File: src/rtl/core_decode_fifo.sv
// Instruction buffer between fetch and decode: DEPTH-entry circular queue plus a registered decode input.
// Build option DECODE_FIFO_BYPASS_EN lets an instruction skip the empty queue straight into the output register.
module core_decode_fifo #(
  parameter int INSN_W = 16,
  parameter int PC_W   = 31,
  parameter int DEPTH  = 4
) (
  input  logic                         clk,
  input  logic                         rst_n,
  input  logic                         in_valid,
  output logic                         in_ready,
  input  logic [INSN_W-1:0]            in_insn,
  input  logic [PC_W-1:0]              in_pc,
  input  logic                         stall,
  input  logic                         flush,
  output logic                         out_valid,
  output logic [INSN_W-1:0]            out_insn,
  output logic [PC_W-1:0]              out_pc,
  output logic [$clog2(DEPTH+1)-1:0]   count
);
  localparam int PW = $clog2(DEPTH);
  localparam int CW = $clog2(DEPTH+1);
  localparam logic [CW-1:0] FULL = CW'(DEPTH);

  logic [INSN_W-1:0] q_insn [DEPTH];
  logic [PC_W-1:0]   q_pc   [DEPTH];
  logic [PW-1:0]     rd_ptr, wr_ptr;
  logic              empty, byp, push, pop;

  always_comb begin
    empty    = (count == '0);
    in_ready = (count != FULL);
    byp      = 1'b0;
`ifdef DECODE_FIFO_BYPASS_EN
    byp      = in_valid && empty && !stall && !flush;
`endif
    pop      = !stall && !empty;
    // Flush discards a concurrent fetch even while in_ready reads 1.
    push     = in_valid && in_ready && !flush && !byp;
  end

  // Storage needs no reset: occupancy is tracked by count/pointers.
  always_ff @(posedge clk) begin
    if (push) begin
      q_insn[wr_ptr] <= in_insn;
      q_pc[wr_ptr]   <= in_pc;
    end
  end

  always_ff @(posedge clk or negedge rst_n) begin
    if (!rst_n) begin
      rd_ptr    <= '0;
      wr_ptr    <= '0;
      count     <= '0;
      out_valid <= 1'b0;
      out_insn  <= '0;
      out_pc    <= '0;
    end else if (flush) begin
      rd_ptr    <= '0;
      wr_ptr    <= '0;
      count     <= '0;
      out_valid <= 1'b0;
      out_insn  <= '0;
      out_pc    <= '0;
    end else begin
      if (push) wr_ptr <= wr_ptr + 1'b1;
      if (pop)  rd_ptr <= rd_ptr + 1'b1;
      case ({push, pop})
        2'b10:   count <= count + 1'b1;
        2'b01:   count <= count - 1'b1;
        default: count <= count;
      endcase
      if (!stall) begin
        if (pop) begin
          out_valid <= 1'b1;
          out_insn  <= q_insn[rd_ptr];
          out_pc    <= q_pc[rd_ptr];
        end else if (byp) begin
          out_valid <= 1'b1;
          out_insn  <= in_insn;
          out_pc    <= in_pc;
        end else begin
          // Empty queue: present a NOP, keep the last pc.
          out_valid <= 1'b0;
          out_insn  <= '0;
        end
      end
    end
  end
endmodule
File: config.mk
export PLATFORM = sky130hd
export DESIGN_NAME = core_decode_fifo
export DESIGN_NICKNAME = d
export VERILOG_FILES = /design/src/rtl/core_decode_fifo.sv
export SDC_FILE = /design/constraint.sdc
export NUM_CORES = 1
export LEC_CHECK = 0
export ABC_AREA = 1
export CAP_MARGIN = 20
export CELL_PAD_IN_SITES_DETAIL_PLACEMENT = 1
export CELL_PAD_IN_SITES_GLOBAL_PLACEMENT = 1
export CORE_MARGIN = 3
export CORE_UTILIZATION = 46
export DETAILED_ROUTE_END_ITERATION = 12
export PLACE_DENSITY = 0.83
export SYNTH_ARGS = -nofsm -noshare
export SYNTH_HDL_FRONTEND = slang
export SYNTH_SLANG_ARGS = --single-unit
File: constraint.sdc
create_clock -name clk -period 4.22 [get_ports clk]
set_input_delay 1.266 -clock clk [delete_from_list [all_inputs] [get_ports clk]]
set_output_delay 1.266 -clock clk [all_outputs]
set_load 0.005 [all_outputs]
==> metrics.cfg <==
[critical_path]
r2r-start=rd_ptr[1]
crit_start=count[0]
worst_ep_arrival_time_ns=1.75
cp_data_required_time_ns=2.95
worst-path-max-fanout=5
startpoint_type=flip-flop
timing.setup.critical_path_class=flip-flop to primary output
setup.worst_path.end_class=primary output

[drt]
ant_nets=0
detailed_routing_iteration_count_for_the_pre_antenna_repair_pass=4
avgViaCountPerCell=5.656
wl_cell_um=22.61
wirelength_routed_um=23860
drc_violations=0
routed-via-count=5967
detail_route.iter0.violations=371

[global_route]
overflow_left_after_global_routing=0
grt_use_total_pct=22.01
pin_count_of_the_biggest_net_entering_global_routing=96
via_count_of_the_first_global_routing_pass=6688
number_of_antenna_violations_at_the_first_check_in_global_routing=3
grt_pass1_wl_um=37600

[power]
power-per-cell-area_nw_per_um2=566.7
power.switching_w=0.001808
switching_share_of_total_power_pct=27.98
ir_worst_vdd_uv=401.8
power_leakage_nw=4.019
power.share.clock_pct=32.9
cellInternalPower_w=0.004654
comb_power_share_pct=20.9
proportion_of_power_drawn_by_flip_flops_and_latches_pct=46.2

[worst_hold_path]
min_from=out_pc[8]
holdCritPathClass=flip-flop to flip-flop

[timing]
worst_slew_margin_rel_pct=36.18
final_min_period_over_clock_period_pct=71.40
final_worst_clock_skew_ns=0.006787
hold_viol_final=0
rsz0062_at_grt=false
achievable-frequency_mhz=331.9
slew_viol_final=0
timing.hold.ws_ns=0.5204
setup_total_negative_slack_ns=0
final-setup-viol-count=0
period_minus_slack_ns=3.013
max_slew.worst_pin.slew_ns=0.9573

[floorplan]
initial_utilization_pct=47.46
die_y_um=148.6
placeable_area_um2=19720
design.portCount=104
standard_cell_row_count=51
die-width_um=148.6
area_enclosed_by_the_die_boundary_um2=22090

[synth]
syn_area_um2=9358
synth_flop_cell=sky130_fd_sc_hd__edfxtp_1
postSynthCellCount=676
synth_common_cells=sky130_fd_sc_hd__edfxtp_1, sky130_fd_sc_hd__nor2_1, sky130_fd_sc_hd__o21ai_0, sky130_fd_sc_hd__dfrtp_1, sky130_fd_sc_hd__o21ai_1
synth_top_area_cell=sky130_fd_sc_hd__edfxtp_1
yosys_warnings=0
edff_count_synth=188
synth_cell_type_count=26
yosysTopAreaCellShare_pct=60.33
ys_async_sr_fraction_pct=22.63
postSynthNetCount=733
netlist_top_cells_area=sky130_fd_sc_hd__edfxtp_1, sky130_fd_sc_hd__dfrtp_1, sky130_fd_sc_hd__o21ai_0
syn_area_per_cell_um2=13.84
postSynthRegisterBits=243
most_common_cell_in_the_synthesized_netlist=sky130_fd_sc_hd__edfxtp_1
synth_seq_area_share_pct=75.04

[finish]
area.sequential_um2=7027
num-nets-final=828
area_taken_by_multi_input_logic_gates_um2=2027
synthToLayoutAreaGrowth_pct=21.86
antenna_cells=0
drive_above_1_share_pct=9.367
n_fill_cell=1885

[cts]
cts_resized=0
postCtsHoldBufs=0
clock-sinks=243
clkLatencyLatePin_ns=0.51
buffer_type_at_the_clock_tree_root=sky130_fd_sc_hd__clkbuf_16
cts_tree=done
h-tree-depth=1
post-cts-setup-buffers=0
cts_inserted_buffers=25
clkTransAtPathRegs_ns=0.06
clockBufferDepth=3

[job]
maxCapViolCount=0

[place]
detailedPlacementHpwl_um=14030
globalplace.congestion=0.7131
portBuffers=103

[run_status]
outcome=completed

## state kept, by name, summed over array words and instances (netlist names)
name	flops
q_pc	124
out_valid	1
q_insn	64
out_insn	16
count	3
out_pc	31
wr_ptr	2
rd_ptr	2
## worst paths after layout
| check | to | slack, ns | cells past startpoint |
|---|---|---|---|
| setup / recovery | in_ready | 1.21 | 3 |
| hold / removal | out_pc[8] | 0.52 | 2 |
| setup reg to reg | out_pc[22] | 1.88 | 4 |
| hold reg to reg | out_pc[8] | 0.52 | 2 |
| max in group asynchronous | rd_ptr[0] | 2.73 | 1 |
| min in group asynchronous | out_pc[28] | 0.87 | 1 |
## placed cells by master, fill, tap and decap left out, types with 4 or more instances in the layout
| master | n |
|---|---|
| sky130_fd_sc_hd__clkinv_2 | 7 |
| sky130_fd_sc_hd__nand2_1 | 13 |
| sky130_fd_sc_hd__clkbuf_1 | 4 |
| sky130_fd_sc_hd__nand3_1 | 50 |
| sky130_fd_sc_hd__inv_2 | 6 |
| sky130_fd_sc_hd__inv_1 | 10 |
| sky130_fd_sc_hd__nand2_2 | 4 |
| sky130_fd_sc_hd__nor2_4 | 5 |
| sky130_fd_sc_hd__buf_4 | 7 |
| sky130_fd_sc_hd__nor2_1 | 94 |
| sky130_fd_sc_hd__clkbuf_8 | 6 |
| sky130_fd_sc_hd__buf_12 | 4 |
| sky130_fd_sc_hd__clkbuf_16 | 25 |
| sky130_fd_sc_hd__edfxtp_1 | 188 |
| sky130_fd_sc_hd__o22a_1 | 47 |
| sky130_fd_sc_hd__ha_1 | 4 |
| sky130_fd_sc_hd__o21ai_1 | 51 |
| sky130_fd_sc_hd__clkdlybuf4s50_1 | 102 |
| sky130_fd_sc_hd__o21ai_0 | 94 |
| sky130_fd_sc_hd__dfrtp_1 | 53 |
## power groups by stage
stage               registers [W]  clock network, W  logic [W]
floorplan                 0.00299                 0   0.000780
global placement          0.00301                 0    0.00126
detailed placement        0.00303                 0    0.00135
CTS                       0.00299           0.00216    0.00137
global route              0.00301           0.00228    0.00149
finish                    0.00298           0.00213    0.00135
## routing by layer
metal | vias up | track usage [%] | share of wire [%]
li1 | 2677 | - | -
met1 | 3090 | 28.11 | 40
met2 | 164 | 39.55 | 53
met3 | 32 | 3.961 | 5.3
met4 | 4 | 4.665 | 1.4
met5 | - | 0 | 0.14
## per-stage QoR
stage	instance area, um2	setup slack, ns	util [%]	total power, W	cells
CTS	11400	1.177	57.83	0.006520	1055
floorplan	9358	0.2308	-	0.003770	676
finish	11400	1.207	57.83	0.006462	1055
global route	11400	1.141	57.83	0.006773	1055
detailed placement	10600	0.7870	53.75	0.004380	1009
global placement	10600	0.9682	53.75	0.004275	1009
## cell type report
cell class	count	share of cell area [%]
sequential	243	61.62
multi-input combinational	372	17.77
timing repair buffer	113	10.12
clock buffer	35	6.342
tap	265	2.908
clock inverter	11	0.7132
inverter	16	0.5267
## kinds of logic (layout without fill, tap and decap cells)
kind of cell / count (synthesis) / count (layout) / share of synthesized area [%]
AOI/OAI and AO/OA: 196 / 196 / 12.53
xor gates and xnor gates: 1 / 1 / 0.09361
DFF: 243 / 243 / 75.04
buffers and inverters: 61 / 175 / 3.623
adders and majority gates: 5 / 5 / 0.7488
and+or+nand+nor: 170 / 170 / 7.969
## critical path, cell delays in order, from the launching register on
cell	delay, ns
sky130_fd_sc_hd__dfrtp_1	0.48
sky130_fd_sc_hd__nor2_4	0.21
sky130_fd_sc_hd__nand2_2	0.09
sky130_fd_sc_hd__clkdlybuf4s50_1	0.46
No activity file was read; power rests on OpenSTA's default activity.
